$ cat config.mk
export PLATFORM = sky130hd
export DESIGN_NAME = command_reader_mc
export DESIGN_NICKNAME = d
export VERILOG_FILES = /design/src/rtl/command_reader_pkg.sv /design/src/rtl/cmd_timeout_timer.sv /design/src/rtl/command_reader_mc.sv
export SDC_FILE = /design/constraint.sdc
export NUM_CORES = 1
export LEC_CHECK = 0
export CORE_MARGIN = 5
export CORE_UTILIZATION = 50
export CTS_BUF_LIST = sky130_fd_sc_hd__clkbuf_4 sky130_fd_sc_hd__clkbuf_8
export CTS_CLUSTER_SIZE = 8
export DETAILED_ROUTE_END_ITERATION = 16
export PLACE_DENSITY = 0.81
export SETUP_SLACK_MARGIN = 0.3
export SYNTH_ARGS = -nofsm -noshare
export SYNTH_HDL_FRONTEND = slang
export SYNTH_SLANG_ARGS = --single-unit
$ cat constraint.sdc
create_clock -name clk -period 2.2 [get_ports clk]
set_input_delay 0.22 -clock clk [delete_from_list [all_inputs] [get_ports clk]]
set_output_delay 0.22 -clock clk [all_outputs]
set_load 0.005 [all_outputs]
$ cat src/rtl/command_reader_pkg.sv
// Shared opcodes, reply bytes and state encoding for the UART command interpreter.
// The state values double as the state_debug output encoding.
package command_reader_pkg;

  localparam logic [3:0] OP_SET_THRESHOLD = 4'h1;
  localparam logic [3:0] OP_SET_FREQUENCY = 4'h2;
  localparam logic [3:0] OP_READ_MAX      = 4'h3;
  localparam logic [3:0] OP_ARM           = 4'h4;
  localparam logic [3:0] OP_PING          = 4'h5;

  localparam logic [7:0] REPLY_ACK  = 8'h06;
  localparam logic [7:0] REPLY_NAK  = 8'h15;
  localparam logic [7:0] REPLY_ARM  = 8'hA5;
  localparam logic [7:0] REPLY_PING = 8'h55;

  typedef enum logic [3:0] {
    ST_IDLE      = 4'd0,
    ST_DECODE    = 4'd1,
    ST_GET_ARG   = 4'd2,
    ST_WAIT_FFT  = 4'd3,
    ST_WAIT_TRIG = 4'd4,
    ST_WRITE     = 4'd5,
    ST_SEND      = 4'd6,
    ST_TX_GAP    = 4'd7
  } state_t;

endpackage

$ cat src/rtl/cmd_timeout_timer.sv
// Counts tick strobes while a wait state is active; expired flags the tick
// that completes TIMEOUT_TICKS so the caller can abort in that same cycle.
module cmd_timeout_timer #(
  parameter  int TIMEOUT_TICKS = 1000,
  localparam int CW            = $clog2(TIMEOUT_TICKS + 1)
) (
  input  logic clk,
  input  logic reset_b,
  input  logic clear,
  input  logic tick,
  output logic expired
);

  logic [CW-1:0] count;

  always_ff @(posedge clk) begin
    if (!reset_b || clear) begin
      count <= '0;
    end else if (tick && (count != CW'(TIMEOUT_TICKS))) begin
      count <= count + 1'b1;
    end
  end

  assign expired = !clear && tick && (count == CW'(TIMEOUT_TICKS - 1));

endmodule

$ cat src/rtl/command_reader_mc.sv
// Multi-channel UART command interpreter: decodes opcode+channel bytes, issues
// per-channel parameter writes and serialises replies (ACK/NAK, peaks, trigger ack).
module command_reader_mc
  import command_reader_pkg::*;
#(
  parameter  int N_CH          = 4,
  parameter  int MAX_W         = 10,
  parameter  int TIMEOUT_TICKS = 1000,
  localparam int CH_W          = (N_CH > 1) ? $clog2(N_CH) : 1,
  localparam int NB            = (MAX_W + 7) / 8
) (
  input  logic                   clk,
  input  logic                   reset_b,
  input  logic                   tick,
  input  logic [7:0]             rx_data,
  input  logic                   rx_valid,
  input  logic                   tx_ready,
  input  logic                   trigger,
  input  logic                   fft_data_ready,
  input  logic [N_CH*MAX_W-1:0]  max_value,
  output logic [CH_W-1:0]        channel_sel,
  output logic [7:0]             param_data,
  output logic                   threshold_we,
  output logic                   frequency_we,
  output logic [7:0]             tx_data,
  output logic                   tx_write_en,
  output logic                   busy,
  output logic                   timeout_err,
  output logic                   overrun,
  output logic [3:0]             state_debug
);

  localparam int RW = NB * 8;

  state_t          state, state_d;
  logic [7:0]      cmd_byte, cmd_d;
  logic [CH_W-1:0] chan_d;
  logic [7:0]      param_d, txd_d;
  logic            thr_d, freq_d, twe_d, terr_d, ovr_d, busy_d;
  logic [RW-1:0]   shift_reg, shift_d, peak_ext;
  logic [2:0]      bytes_left, left_d;
  logic [MAX_W-1:0] sel_peak;
  logic            chan_ok, in_wait, expired;

  assign in_wait = (state == ST_GET_ARG) || (state == ST_WAIT_FFT) || (state == ST_WAIT_TRIG);
  assign chan_ok = ({1'b0, cmd_byte[3:0]} < 5'(N_CH));
  assign state_debug = state;

  cmd_timeout_timer #(.TIMEOUT_TICKS(TIMEOUT_TICKS)) u_timer (
    .clk     (clk),
    .reset_b (reset_b),
    .clear   (!in_wait),
    .tick    (tick),
    .expired (expired)
  );

  always_comb begin
    sel_peak = '0;
    for (int c = 0; c < N_CH; c++) begin
      if (channel_sel == CH_W'(c)) sel_peak = max_value[c*MAX_W +: MAX_W];
    end
  end

  assign peak_ext = RW'(sel_peak);

  always_comb begin
    state_d = state;
    cmd_d   = cmd_byte;
    chan_d  = channel_sel;
    param_d = param_data;
    txd_d   = tx_data;
    shift_d = shift_reg;
    left_d  = bytes_left;
    thr_d   = 1'b0;
    freq_d  = 1'b0;
    terr_d  = 1'b0;

    unique case (state)
      ST_IDLE: begin
        if (rx_valid) begin
          cmd_d   = rx_data;
          state_d = ST_DECODE;
        end
      end
      ST_DECODE: begin
        left_d = 3'd0;
        if (!chan_ok) begin
          txd_d   = REPLY_NAK;
          state_d = ST_SEND;
        end else begin
          chan_d = CH_W'(cmd_byte[3:0]);
          case (cmd_byte[7:4])
            OP_SET_THRESHOLD, OP_SET_FREQUENCY: state_d = ST_GET_ARG;
            OP_READ_MAX: state_d = ST_WAIT_FFT;
            OP_ARM:      state_d = ST_WAIT_TRIG;
            OP_PING: begin
              txd_d   = REPLY_PING;
              state_d = ST_SEND;
            end
            default: begin
              txd_d   = REPLY_NAK;
              state_d = ST_SEND;
            end
          endcase
        end
      end
      ST_GET_ARG: begin
        if (rx_valid) begin
          param_d = rx_data;
          thr_d   = (cmd_byte[7:4] == OP_SET_THRESHOLD);
          freq_d  = (cmd_byte[7:4] == OP_SET_FREQUENCY);
          state_d = ST_WRITE;
        end else if (expired) begin
          txd_d   = REPLY_NAK;
          terr_d  = 1'b1;
          state_d = ST_SEND;
        end
      end
      ST_WRITE: begin
        txd_d   = REPLY_ACK;
        state_d = ST_SEND;
      end
      ST_WAIT_FFT: begin
        // Snapshot the whole zero-extended peak so later bus changes cannot tear the reply
        if (fft_data_ready) begin
          txd_d   = peak_ext[RW-1 -: 8];
          shift_d = peak_ext << 8;
          left_d  = 3'(NB - 1);
          state_d = ST_SEND;
        end else if (expired) begin
          txd_d   = REPLY_NAK;
          terr_d  = 1'b1;
          state_d = ST_SEND;
        end
      end
      ST_WAIT_TRIG: begin
        if (trigger) begin
          txd_d   = REPLY_ARM;
          state_d = ST_SEND;
        end else if (expired) begin
          txd_d   = REPLY_NAK;
          terr_d  = 1'b1;
          state_d = ST_SEND;
        end
      end
      ST_SEND: begin
        if (tx_write_en) state_d = ST_TX_GAP;
      end
      ST_TX_GAP: begin
        if (bytes_left != 3'd0) begin
          txd_d   = shift_reg[RW-1 -: 8];
          shift_d = shift_reg << 8;
          left_d  = bytes_left - 3'd1;
          state_d = ST_SEND;
        end else begin
          state_d = ST_IDLE;
        end
      end
      default: state_d = ST_IDLE;
    endcase

    // The strobe is a registered look-ahead; tx_ready seen during TX_GAP never counts
    twe_d  = (state_d == ST_SEND) && (state != ST_TX_GAP) && tx_ready;
    ovr_d  = rx_valid && (state != ST_IDLE) && (state != ST_GET_ARG);
    busy_d = (state_d != ST_IDLE);
  end

  always_ff @(posedge clk) begin
    if (!reset_b) begin
      state        <= ST_IDLE;
      cmd_byte     <= '0;
      channel_sel  <= '0;
      param_data   <= '0;
      tx_data      <= '0;
      shift_reg    <= '0;
      bytes_left   <= '0;
      threshold_we <= 1'b0;
      frequency_we <= 1'b0;
      tx_write_en  <= 1'b0;
      timeout_err  <= 1'b0;
      overrun      <= 1'b0;
      busy         <= 1'b0;
    end else begin
      state        <= state_d;
      cmd_byte     <= cmd_d;
      channel_sel  <= chan_d;
      param_data   <= param_d;
      tx_data      <= txd_d;
      shift_reg    <= shift_d;
      bytes_left   <= left_d;
      threshold_we <= thr_d;
      frequency_we <= freq_d;
      tx_write_en  <= twe_d;
      timeout_err  <= terr_d;
      overrun      <= ovr_d;
      busy         <= busy_d;
    end
  end

endmodule

==> out/qor.csv <==
metric;value;unit
dr.pass1.iters;5;
synth_top_cell_area_share;38.7;%
cts_root_buffer;clkbuf_8;
fin_tns_setup;0;ps
grt_max_degree;32;
hp-start;tx_data[2];
ir_drop;0.394;mV
antenna_found_initial;0;
synth_edf_count;0;
critPathArrivalTime;2160;ps
drv_cap;0;
fin_area;4290;µm²
netlist_area;2950;µm²
wl;8.00;mm
synth_commonest_cells;dfxtp_1, nor2_1, nand2_1;
grt_overflow;0;
p_seq_share;45.3;%
regToRegStartpoint;state_debug[1];
regMostFlops;u_timer.count;
vias_per_cell;5.73;
clock-skew-final;9.53;ps
slew_viol_final;0;
ys_warn_count;0;
diodes;0;
dp.final_hpwl;6.14;mm
synth_seq_cells;57;
syn_nets;395;
clk_pin_slew;60;ps
fin_hold_ws;452;ps
yosysTopAreaCell;dfxtp_1;
grtUsageMet1;25.4;%
use_met3;4.66;%
synthArstFlopShare;0;%
die_w;86.8;µm
regArea;1150;µm²
holdPathEnd;tx_data[2];
dieArea;7540;µm²
rsz0062_at_grt;true;
syn2layout_area_growth;45.2;%
r2r_setup_slack;300;ps
hold_depth;2;
core_area;5820;µm²
cp_data_required_time;2460;ps
crit_path_start_kind;register;
place_area;3960;µm²
nNetsFinal;497;
cts_buffers;9;
vias;2967;
globalRouteTotalUtil;21.7;%
hold_violations;0;
largest_reg_flops;10;
start_util;50.8;%
intPower;1.81;mW
leakage;1.55;nW
cp_max_fo;6;
final_layout_size_suffix_gt1_share;16.5;%
final_cells;518;
cts_hold_buffers;0;
power_frac_clock;44.2;%
finalSetupViolations;0;
rows;28;
n_fill_cell;466;
combPwrFrac;10.6;%
portBuffers;82;
wl_per_cell;15.4;µm
reg2reg_depth;6;
met2_usage;37.8;%
cts_buffer_depth;2;
ant_nets;0;
top_usage_layer;met2;
seq_area_frac_synth;38.7;%
hold_class;reg -> reg;
synth_ff_type;dfxtp_1;
cts_tree;built;
clock.fmax;0.526;GHz
die_h;86.8;µm
p_per_area;545;nW/µm²
clock_latency;340;ps
status;completed;
rr_endpoint;tx_write_en;
grt_pass1_vias;2962;
yosys-top-cells-area;dfxtp_1, mux4_2, nor2_1;
synth.most_common_cell;dfxtp_1;
crit_type;reg -> reg;
clock-sinks;57;
min_period;1900;ps
ys_types;51;
drt_iter0_drc;250;
switching_share;22.5;%
syn_avg_cell_area;8.78;µm²
drcViolationCount;0;
grt_first_pass_wirelength;13.0;mm
multiInputGateArea;1750;µm²
p_sw;0.524;mW
place.gp.congestion;0.875;
syn_inst;336;
h-tree-depth;3;
pin_count;83;
dp.cells;496;
fin_crit_sh;86.4;%
endpoint_kind;register;
power;2.33;mW
[layout by cell type (no fill, tap or decap), types with 6 or more instances in the layout]
cell type	synthesis	final
xor2_1	6	6
dfxtp_1	57	54
buf_4	1	24
clkdlybuf4s50_1	0	82
nand2b_1	6	6
nand3_1	8	8
inv_1	12	12
a21oi_1	24	23
clkbuf_8	0	12
nand2_1	41	41
a22oi_1	10	10
nor2_1	45	42
mux4_2	10	10
nor2b_1	6	6
mux2i_1	12	12
[power groups by stage]
stage | sequential (mW) | combinational (mW) | clock [mW]
2_1_floorplan | 1.08 | 0.0937 | 0
5_1_grt | 1.06 | 0.264 | 1.09
6_report | 1.06 | 0.247 | 1.03
3_3_place_gp | 1.08 | 0.232 | 0
4_1_cts | 1.06 | 0.242 | 1.05
3_5_place_dp | 1.08 | 0.238 | 0
[per-stage QoR]
stage | setup slack, ps | utilization, %
global placement | 117 | 68.1
finish | 299 | 73.7
floorplan | 313 | -
CTS | 283 | 72.5
global route | 165 | 73.7
detailed placement | 52.8 | 68.1
[logic make-up (layout without fill, tap and decap cells)]
group	count (synthesis)	count (layout)	synth area share, %
and+or+nand+nor	142	142	24.3
AOI/OAI and AO/OA	71	71	16.7
DFF	57	57	38.7
buffers and inverters	30	137	4.15
muxes	22	22	11.7
xor gates and xnor gates	9	9	2.67
adders and majority gates	4	4	1.70
other	1	1	0.127
[area by class of cell]
type,count,area share [%]
clock buffers,12,3.85
clock inverters,4,1.17
inverters,13,1.14
multi-input cells,249,40.8
flip-flops and latches,57,26.8
well taps,75,2.19
repair buffers,108,24.1
[worst max-delay path by stage]
stage | start | to | cells past startpoint
global route | state_debug[1] | tx_write_en | 6
floorplan | state_debug[2] | tx_write_en | 6
detailed placement | max_value[28] | tx_data[0] | 6
finish | state_debug[1] | tx_write_en | 6
CTS | bytes_left[0] | busy | 7
global placement | max_value[28] | tx_data[0] | 6
[metal layers]
layer | vias to the layer above | share of wire [%]
met5 | - | 0
met4 | 0 | 2.5
met3 | 23 | 6.7
met2 | 123 | 50
met1 | 1396 | 41
li1 | 1425 | -
[repair_timing]
action | CTS | global route
hold endpoints to repair | 0 | 0
resized for setup | 6 | 13
pin swaps | 3 | 7
buffers inserted | 3 | 3
endpoints found under the setup margin | 10 | 24
[critical path, cell delays in order (launching register included)]
cell and delay, ps:
dfxtp_4 360, or4b_4 560, a2111oi_4 290, buf_4 190, nand2b_1 130, nand4_1 120
nor3_2 170
Note: power is estimated with default switching activity, not from simulation.
